### src/rtl/dpram_port_ctrl.sv
// dpram_port_ctrl: valid/ready request front-end for one port of the byte-enabled dual-port RAM,
// tracking the RAM's 1-cycle read latency and buffering up to two read responses.
module dpram_port_ctrl #(
    parameter int DATA_WIDTH = 32,
    parameter int ADDR_WIDTH = 7
) (
    input  logic                    clock,
    input  logic                    rst_n,
    input  logic                    req_valid,
    output logic                    req_ready,
    input  logic                    req_write,
    input  logic [ADDR_WIDTH+1:0]   req_addr,
    input  logic [DATA_WIDTH/8-1:0] req_byteena,
    input  logic [DATA_WIDTH-1:0]   req_wrdata,
    output logic                    resp_valid,
    input  logic                    resp_ready,
    output logic [DATA_WIDTH-1:0]   resp_data,
    output logic [ADDR_WIDTH-1:0]   ram_address,
    output logic [DATA_WIDTH/8-1:0] ram_byteena,
    output logic [DATA_WIDTH-1:0]   ram_wrdata,
    output logic                    ram_wren,
    input  logic [DATA_WIDTH-1:0]   ram_rddata
);
    logic [1:0]            count;
    logic                  inflight, rd_ptr, wr_ptr;
    logic [DATA_WIDTH-1:0] fifo [2];
    logic                  accept, push, pop, unused_bits;
    always_comb begin
        req_ready   = rst_n && (({1'b0, count} + {2'b0, inflight}) < 3'd2);
        accept      = req_valid && req_ready;
        ram_address = req_addr[ADDR_WIDTH+1:2];
        ram_byteena = req_byteena;
        ram_wrdata  = req_wrdata;
        ram_wren    = accept && req_write;
        resp_valid  = (count != 2'd0) || inflight;
        resp_data   = (count != 2'd0) ? fifo[rd_ptr] : ram_rddata;
        // Returning word must queue unless it was handed straight out on the bypass path.
        push        = inflight && ((count != 2'd0) || !resp_ready);
        pop         = resp_ready && (count != 2'd0);
        unused_bits = ^req_addr[1:0];
    end
    always_ff @(posedge clock) begin
        if (!rst_n) begin
            count    <= 2'd0;
            inflight <= 1'b0;
            rd_ptr   <= 1'b0;
            wr_ptr   <= 1'b0;
        end else begin
            inflight <= accept && !req_write;
            count    <= count + {1'b0, push} - {1'b0, pop};
            if (push) begin
                fifo[wr_ptr] <= ram_rddata;
                wr_ptr       <= ~wr_ptr;
            end
            if (pop)
                rd_ptr <= ~rd_ptr;
        end
    end
endmodule

### config.mk
export PLATFORM = sky130hd
export DESIGN_NAME = dpram_port_ctrl
export DESIGN_NICKNAME = d
export VERILOG_FILES = /design/src/rtl/dpram_port_ctrl.sv
export SDC_FILE = /design/constraint.sdc
export NUM_CORES = 1
export LEC_CHECK = 0
export BUFFER_PORTS_ARGS = -buffer_cell sky130_fd_sc_hd__clkbuf_2
export CAP_MARGIN = 20
export CELL_PAD_IN_SITES_DETAIL_PLACEMENT = 1
export CELL_PAD_IN_SITES_GLOBAL_PLACEMENT = 1
export CORE_ASPECT_RATIO = 0.9
export CORE_UTILIZATION = 35
export CTS_CLUSTER_SIZE = 28
export DETAILED_ROUTE_END_ITERATION = 12
export HOLD_SLACK_MARGIN = 0.08
export PLACE_DENSITY_LB_ADDON = 0.3
export SLEW_MARGIN = 5
export SYNTH_ARGS = -nofsm -noshare
export SYNTH_HDL_FRONTEND = slang
export SYNTH_SLANG_ARGS = --single-unit
### constraint.sdc
create_clock -name clock -period 4.6 [get_ports clock]
set_clock_uncertainty 0.05 [all_clocks]
set_input_delay 0.46 -clock clock [delete_from_list [all_inputs] [get_ports clock]]
set_output_delay 0.46 -clock clock [all_outputs]
set_load 0.005 [all_outputs]
==> results.md, run 1 <==
* Worst hold-check path type: in -> reg
* VDD IR max at around 0.21 mV
* Final instance area at 3560 um2
* Drt wl/cell at about 14 um
* Fin Setup TNS at 0 ns
* Status: completed
* GPL Wtd Cong at 0.648
* Seq pwr share at 0.414
* MaxCap Viol Count at 0
* Input/output buffers at between 70 and 80
* Most instantiated library cell after synthesis: edfxtp_1
* Core box area at ~8800 um2
* GRT overflow at 0
* Initial DRC count at 46
* Top area cells in the synthesized netlist: edfxtp_1 (59%), buf_4 (10%), mux2i_1 (10%), a21oi_1 (4.9%), nor2_1 (4.2%)
* Max Fclk at between 0.3 and 0.4 GHz
* RSZ-0062 raised after global routing: false
* Pre-Repair DR Iteration Count at 4
* Clock root buffer: clkbuf_8
* Antenna Nets Post-Route at 0
* Post-layout minimum cycle time at about 2.7 ns
* Final Hold Fails at 0
* Net Sw Frac at 0.320
* CP max FO at 65
* Final setup violation count at 0
* Clock Power Share at 0.279
* Clk slew on worst S/H paths at roughly 0.080 ns
* Max Buffers Root-to-Sink at 2
* PnR worst setup slack at between 1.5 and 2 ns
* Leakage Power at 1.33 nW
* Initial core utilization at 0.369
* H-tree lvl count at 3
* Synth cell count leaders: edfxtp_1 (64), buf_4 (44), nor2_1 (36), mux2i_1 (33), a21oi_1 (32)
* Gate power share at 0.307
* CP arrival at 2.64 ns
* Die height at 93.3 um
* Largest net degree at the start of global routing at 66
* Post-CTS Resized at 0
* CTS sink cnt at 70
* Count of state elements after synthesis at 70
* Syn nets at around 330
* Post-synth top area cell: edfxtp_1
* Fin. max-slew vios at 0
* Least-Margin Pin Slew at roughly 1.1 ns
* Final Util at 0.406
* Nets@finish at 360
* Int Pwr at around 1.3 mW
* Die width at around 100 um
* Tcrit/Tclk final at 0.577
* Antenna cells at 0
* Layout cells sized above 1 at 0.331
* Via count at 1818
* CTS tree: built
* Yosys cell types at 23
* Post-synth EDFFs at 64
* Post-CTS Hold Fix Bufs at 0
* CP Data Required Time at between 4 and 5 ns
* DP HPWL at ~3.6 mm
* First-pass GRT wire length at 9.17 mm
* Synth top area share at 0.593
* Residual DRC at 0
* Initial antenna violation count at 0
* Die area at roughly 9600 um2
* Top FF cell, synth: edfxtp_1
* CTS buffer count at 9
* Asr flop ratio synth at 0
* NetSw at slightly above 600 uW
* Rel. slew slack at 0.293
* Total track usage at 0.129
* Crit. End Element: flop
* Post-DP Area at ~3300 um2
* # rows at 32
* Vias in the first global route at between 1500 and 2000
* Post-CTS Setup Inserts at 0
* Final hold slack at roughly 0.27 ns
* Synthesized instance count at 247
* I/O pins at 160
* Area growth syn-to-layout at 9.97%
* CP startpoint kind: flop
* Synth warn at 0
* Sequential fraction of the synthesis area at 0.630
* Pre-CTS setup slack at 1.85 ns
* Syn Area/Cell at around 13 um2
* P per Cell Area at 534 nW/um2
* Total routed wirelength at about 5.8 mm
* Mapped Area at approximately 3200 um2
* Clk_lat worst skew at 0.33 ns
* Critical path class: reg -> reg
* DR vias/cell at roughly 4.5
-- power by group through the flow --
stage | registers (mW) | logic (mW) | clock network [mW]
final | 0.787 | 0.584 | 0.530
after global placement | 0.801 | 0.584 | 0
after floorplan | 0.746 | 0.511 | 0
after CTS | 0.790 | 0.599 | 0.545
after global routing | 0.795 | 0.675 | 0.576
after detailed placement | 0.804 | 0.595 | 0
-- cells by family (layout without fill, tap and decap cells) --
family,after synthesis,count (layout),synth area share
DFF,70,70,0.630
xor gates and xnor gates,2,2,0.00541
AOI/OAI and AO/OA,35,35,0.0560
muxes,33,33,0.102
and+or+nand+nor,46,46,0.0603
adders and majority gates,2,2,0.00772
buffers and inverters,59,93,0.138
-- flip-flops by register name, summed over array words and instances (netlist names), named ones only --
| name | cells |
|---|---|
| wr_ptr | 1 |
| count | 2 |
| fifo | 64 |
| inflight | 1 |
| rd_ptr | 1 |
-- worst paths after layout --
check | start | cells past startpoint | slack [ns] | end
max | count[1] | 4 | 1.94 | fifo[1][21]
min | ram_rddata[22] | 1 | 0.27 | fifo[1][22]
max reg2reg | count[1] | 4 | 1.94 | fifo[1][21]
min reg2reg | wr_ptr | 2 | 0.42 | wr_ptr
-- critical path, stage by stage (launching register included) --
cell	delay [ns]
dfxtp_1	0.41
or2_4	0.60
o21ai_2	0.22
nor3_2	0.80
buf_12	0.27
-- layout by cell type (no fill, tap or decap), types with 2 or more instances in the layout --
cell / Yosys / routed
bufinv_16: 0 / 2
mux2i_1: 33 / 33
clkbuf_8: 0 / 9
edfxtp_1: 64 / 64
nand2_1: 2 / 2
ha_1: 2 / 2
nor2_1: 36 / 35
clkinv_2: 0 / 2
xor2_1: 2 / 2
clkbuf_2: 0 / 71
dfxtp_1: 6 / 5
inv_1: 4 / 4
and2_1: 2 / 2
a21oi_1: 32 / 32
-- stage by stage --
| step | total power, mW | instances |
|---|---|---|
| finish | 1.90 | 400 |
| global route | 2.05 | 400 |
| CTS | 1.93 | 400 |
| detailed placement | 1.40 | 384 |
| global placement | 1.39 | 384 |
| floorplan | 1.26 | 247 |
-- metal layers --
layer | GRT usage | routed length (um) | up-vias
met2 | 0.220 | 2770 | 59
met5 | 0 | 0 | -
met3 | 0.0605 | 409 | 13
met4 | 0.0329 | 50 | 0
li1 | - | - | 888
met1 | 0.143 | 2540 | 858
-- final cells by class --
cell class              count  area (um2)
inverters                   5        18.8
clock buffers              10         128
flip-flops and latches     70        2040
clock inverters             6        86.3
multi-input cells         118         762
well taps                 119         149
repair buffers             72         375
fillers                   946        5210
Note: power is estimated with default switching activity, not from simulation.
==> run 2, diff against run 1 <==
==> constraint.sdc (replaced) <==
create_clock -name clock -period 2.5 [get_ports clock]
set_clock_uncertainty 0.05 [all_clocks]
set_input_delay 0.25 -clock clock [delete_from_list [all_inputs] [get_ports clock]]
set_output_delay 0.25 -clock clock [all_outputs]
set_load 0.005 [all_outputs]
==> results.md, run 2 (same netlist as run 1, synthesis figures left out) <==
* Residual DRC at 0
* Commonest non-fill, non-tap cell in the layout: clkbuf_2
* Reg-to-Reg Start: count[0]
* Drt wl/cell at approximately 14 um
* GPL Wtd Cong at ~0.71
* Die width at roughly 100 um
* Clk_lat worst skew at 0.33 ns
* Final setup violation count at 0
* Fin Setup TNS at 0 ns
* First-pass GRT wire length at 10.1 mm
* Least-Margin Pin Slew at between 0.6 and 0.7 ns
* Commonest non-fill, non-tap cells in the layout: clkbuf_2 (71), edfxtp_1 (64), nor2_1 (35)
* Post-CTS Setup Inserts at 0
* FF-to-FF End: count[1]
* Pre-Repair DR Iteration Count at 4
* DP HPWL at between 4 and 5 mm
* # rows at 32
* I/O pins at between 150 and 200
* CTS sink cnt at 70
* Layout cells sized above 1 at 0.305
* RSZ-0062 raised after global routing: false
* H-tree lvl count at 3
* GRT overflow at 0
* Initial core utilization at 0.369
* Critical path class: reg -> out
* Crit. End Element: primary output
* Total track usage at 0.140
* Area growth syn-to-layout at 19.5%
* Max Fclk at about 0.46 GHz
* Largest net degree at the start of global routing at 65
* MaxCap Viol Count at 0
* Final hold slack at 0.106 ns
* Most flops, register: fifo
* CP Data Required Time at approximately 2.2 ns
* Initial antenna violation count at 0
* Post-DP Area at 3390 um2
* CTS buffer count at 9
* Status: completed
* Crit path to: resp_data[6]
* Worst hold-check path type: in -> reg
* Total routed wirelength at 6.28 mm
* Final instance area at between 3000 and 4000 um2
* CP arrival at approximately 1.9 ns
* Hold Path Stages at 1
* Top flop regs: fifo x64, count x2
* Clk slew on worst S/H paths at around 0.07 ns
* P per Cell Area at roughly 890 nW/um2
* Initial DRC count at 39
* CTS tree: built
* Leakage Power at 1.47 nW
* DR vias/cell at 4.67
* Final Hold Fails at 0
* Rel. slew slack at 0.563
* Clock root buffer: clkbuf_8
* Die area at a little under 10000 um2
* VDD IR max at between 0.4 and 0.5 mV
* Vias in the first global route at approximately 2100
* Nets@finish at 395
* Antenna cells at 0
* Largest register FFs at 64
* Max Buffers Root-to-Sink at 2
* Fin. max-slew vios at 0
* CP startpoint: count[0]
* Tcrit/Tclk final at 0.861
* Post-layout minimum cycle time at approximately 2.2 ns
* Die height at just over 90 um
* R2R Setup Slk at approximately 0.54 ns
* CP max FO at 64
* CP startpoint kind: flop
* Antenna Nets Post-Route at 0
* Core box area at approximately 9000 um2
* Via count at just over 2000
* Input/output buffers at 71
* Reg2Reg Depth at 8
[run 2: cell count changes in the layout (fill, tap and decap cells not counted), sizes merged]
cell,change
buf,+5
bufinv,-1
dlygate4sd3,+30
[run 2: cell type report]
| type | instances | area [um2] |
|---|---|---|
| timing repair buffer | 107 | 713 |
| clock buffer | 10 | 128 |
| fill | 943 | 4900 |
| inverter | 5 | 18.8 |
| multi-input combinational | 118 | 768 |
| sequential | 70 | 2040 |
| tap | 119 | 149 |
| clock inverter | 5 | 51.3 |
[run 2: critical path: stages (launching register included)]
cell      delay [ns]
dfxtp_1         0.40
or2_4           0.15
buf_4           0.49
nor2_1          0.10
a21oi_1         0.18
clkbuf_2        0.14
[run 2: metrics by stage]
stage / utilization / instances / total power, mW / worst slack [ns]
floorplan: - / 247 / 2.31 / 0.0658
global placement: 0.387 / 389 / 2.58 / 0.605
detailed placement: 0.387 / 389 / 2.62 / 0.543
CTS: 0.441 / 434 / 3.52 / 0.303
global route: 0.441 / 434 / 3.70 / 0.168
finish: 0.441 / 434 / 3.44 / 0.347
[run 2: worst min-delay path by stage]
stage	start	to	slack, ns
2_1_floorplan	ram_rddata[0]	fifo[0][0]	0.30
6_report	ram_rddata[23]	fifo[1][23]	0.11
4_1_cts	ram_rddata[23]	fifo[0][23]	0.08
5_1_grt	ram_rddata[27]	fifo[0][27]	0.09
3_3_place_gp	wr_ptr	wr_ptr	0.40
3_5_place_dp	ram_rddata[0]	fifo[1][0]	0.41
[run 2: routing by layer]
layer	GRT usage	part of all wire	vias up
met5	0	0	-
met1	0.158	0.42	974
li1	-	-	961
met4	0.0646	0.020	0
met3	0.0441	0.059	21
met2	0.240	0.50	71
[run 2: timing repair]
action / in CTS / in global routing
gates resized for setup: 0 / 0
hold buffers: 30 / 0
endpoints found under the setup margin: 0 / 0
hold endpoints to repair: 59 / 0
[run 2: where the power goes]
group / switching (mW) / leakage, nW / internal, mW / total (mW)
registers: 0.0493 / 0.626 / 1.33 / 1.38
logic: 0.684 / 0.753 / 0.547 / 1.23
clock network: 0.385 / 0.0896 / 0.448 / 0.834
==> run 3, diff against run 2 <==
--- a/config.mk
+++ b/config.mk
@@ -10,7 +10,7 @@
 export CELL_PAD_IN_SITES_DETAIL_PLACEMENT = 1
 export CELL_PAD_IN_SITES_GLOBAL_PLACEMENT = 1
 export CORE_ASPECT_RATIO = 0.9
-export CORE_UTILIZATION = 35
+export CORE_UTILIZATION = 31
 export CTS_CLUSTER_SIZE = 28
 export DETAILED_ROUTE_END_ITERATION = 12
 export HOLD_SLACK_MARGIN = 0.08
==> constraint.sdc (replaced) <==
create_clock -name clock -period 1.9 [get_ports clock]
set_clock_uncertainty 0.05 [all_clocks]
set_input_delay 0.19 -clock clock [delete_from_list [all_inputs] [get_ports clock]]
set_output_delay 0.19 -clock clock [all_outputs]
set_load 0.005 [all_outputs]
==> results.md, run 3 (same netlist as run 1, synthesis figures left out) <==
* Status: completed
* Fin. max-slew vios at 0
* Least-Margin Pin Slew at between 0.3 and 0.4 ns
* GRT overflow at 0
* Total routed wirelength at around 5.9 mm
* Final setup violation count at 0
* Post-layout minimum cycle time at 1.75 ns
* Initial DRC count at 24
* Core box area at between 10000 and 15000 um2
* Die area at about 11000 um2
* CP Data Required Time at around 2.1 ns
* Final Non-Filler Cells at about 450
* # rows at 35
* Clock root buffer: clkbuf_16
* First-pass GRT wire length at approximately 9.4 mm
* P per Cell Area at 1240 nW/um2
* Fillcell total at around 1100
* VDD IR max at 0.479 mV
* CP arrival at 1.90 ns
* CP startpoint kind: flop
* I/O pins at 160
* Layout cells sized above 1 at 0.304
* Vias in the first global route at roughly 2000
* Commonest non-fill, non-tap cells in the layout: clkbuf_2 (71), edfxtp_1 (64), nor2_1 (35)
* Initial core utilization at 0.317
* Post-DP Area at 3440 um2
* Highest metal used: met4
* CTS tree: built
* Most flops, register: fifo
* DR vias/cell at 4.28
* MaxCap Viol Count at 0
* RSZ-0062 raised after global routing: false
* Met2 Wirelength at 2.94 mm
* Max Fclk at approximately 0.57 GHz
* Inst Count DP at approximately 400
* Commonest non-fill, non-tap cell in the layout: clkbuf_2
* DP HPWL at 3.81 mm
* Die height at 99.0 um
* Nets@finish at 401
* Crit. End Element: flop
* Leakage Power at 1.55 nW
* Fin Setup TNS at 0 ns
* H-tree lvl count at 3
* Worst hold-check path type: in -> reg
* CTS sink cnt at 70
* CTS buffer count at 9
* WL met3 at about 310 um
* Top flop regs: fifo x64, count x2
* Residual DRC at 0
* Max Buffers Root-to-Sink at 2
* GPL Wtd Cong at 0.669
* Critical path class: reg -> reg
* Via count at about 1900
* Tcrit/Tclk final at 0.919
* Clk slew on worst S/H paths at approximately 0.050 ns
* Largest register FFs at 64
* Rel. slew slack at 0.776
* Drt wl/cell at around 13 um
* Area growth syn-to-layout at 25.3%
* Initial antenna violation count at 0
* Clk_lat worst skew at about 0.32 ns
* Total track usage at 0.117
* Antenna Nets Post-Route at 0
* Final Hold Fails at 0
* Final instance area at approximately 4100 um2
* Input/output buffers at slightly above 70
* Met1 Wirelength at roughly 2.6 mm
* Largest net degree at the start of global routing at 33
* Die width at 110 um
* Antenna cells at 0
* Pre-Repair DR Iteration Count at 4
* CP max FO at 5
-- run 3: changes by cell type in the layout (fill, tap and decap cells not counted), sizes merged --
cell | previous run | this run
buf | 6 | 9
clkbuf | 81 | 82
dlygate4sd3 | 30 | 33
-- run 3: path summary, 6_finish.rpt --
path | startpoint | end | slack (ns) | cells past startpoint
hold / removal | rst_n | count[0] | 0.10 | 2
setup reg to reg | count[0] | count[1] | 0.15 | 8
hold reg to reg | wr_ptr | wr_ptr | 0.42 | 2
setup / recovery | count[0] | count[1] | 0.15 | 8
-- run 3: layout make-up --
| class | count | area [um2] | area share |
|---|---|---|---|
| clock inverters | 5 | 50.0 | 0.0123 |
| flip-flops and latches | 70 | 2040 | 0.503 |
| multi-input cells | 118 | 768 | 0.189 |
| clock buffers | 11 | 233 | 0.0573 |
| inverters | 5 | 18.8 | 0.00462 |
| repair buffers | 113 | 786 | 0.194 |
| well taps | 129 | 161 | 0.0398 |
-- run 3: where the power goes --
part	leakage (nW)	switching, mW	internal [mW]
sequential	0.626	0.0392	1.75
clock	0.135	0.570	1.00
combinational	0.785	0.902	0.775
total	1.55	1.51	3.53
-- run 3: repair_timing --
action                                 4_1_cts  5_1_grt
resized for setup                            0        2
buffers inserted                             0        0
endpoints found under the hold margin       65        0
setup endpoints to repair                    0       10
hold buffers                                33        0
-- run 3: per-layer routing --
layer,up-vias,track usage
met5,-,0
met4,0,0.0472
met3,12,0.0390
met2,54,0.203
met1,890,0.130
li1,973,-
-- run 3: stage by stage --
stage,hold slack (ns),worst slack (ns),util,total power [mW]
after floorplan,0.239,0.0385,-,3.05
after global placement,0.330,0.216,0.337,3.44
after detailed placement,0.330,0.152,0.337,3.46
after CTS,0.0988,0.0589,0.397,5.12
after global routing,0.100,0.0437,0.398,5.37
final,0.104,0.154,0.398,5.04
-- run 3: worst max-delay path, cell delays in order, from the launching register on --
cell,delay (ns)
dfxtp_1,0.34
or2_4,0.28
o21ai_2,0.13
ha_1,0.24
inv_1,0.06
ha_1,0.15
xor2_1,0.19
and2_1,0.15
nor3_1,0.04
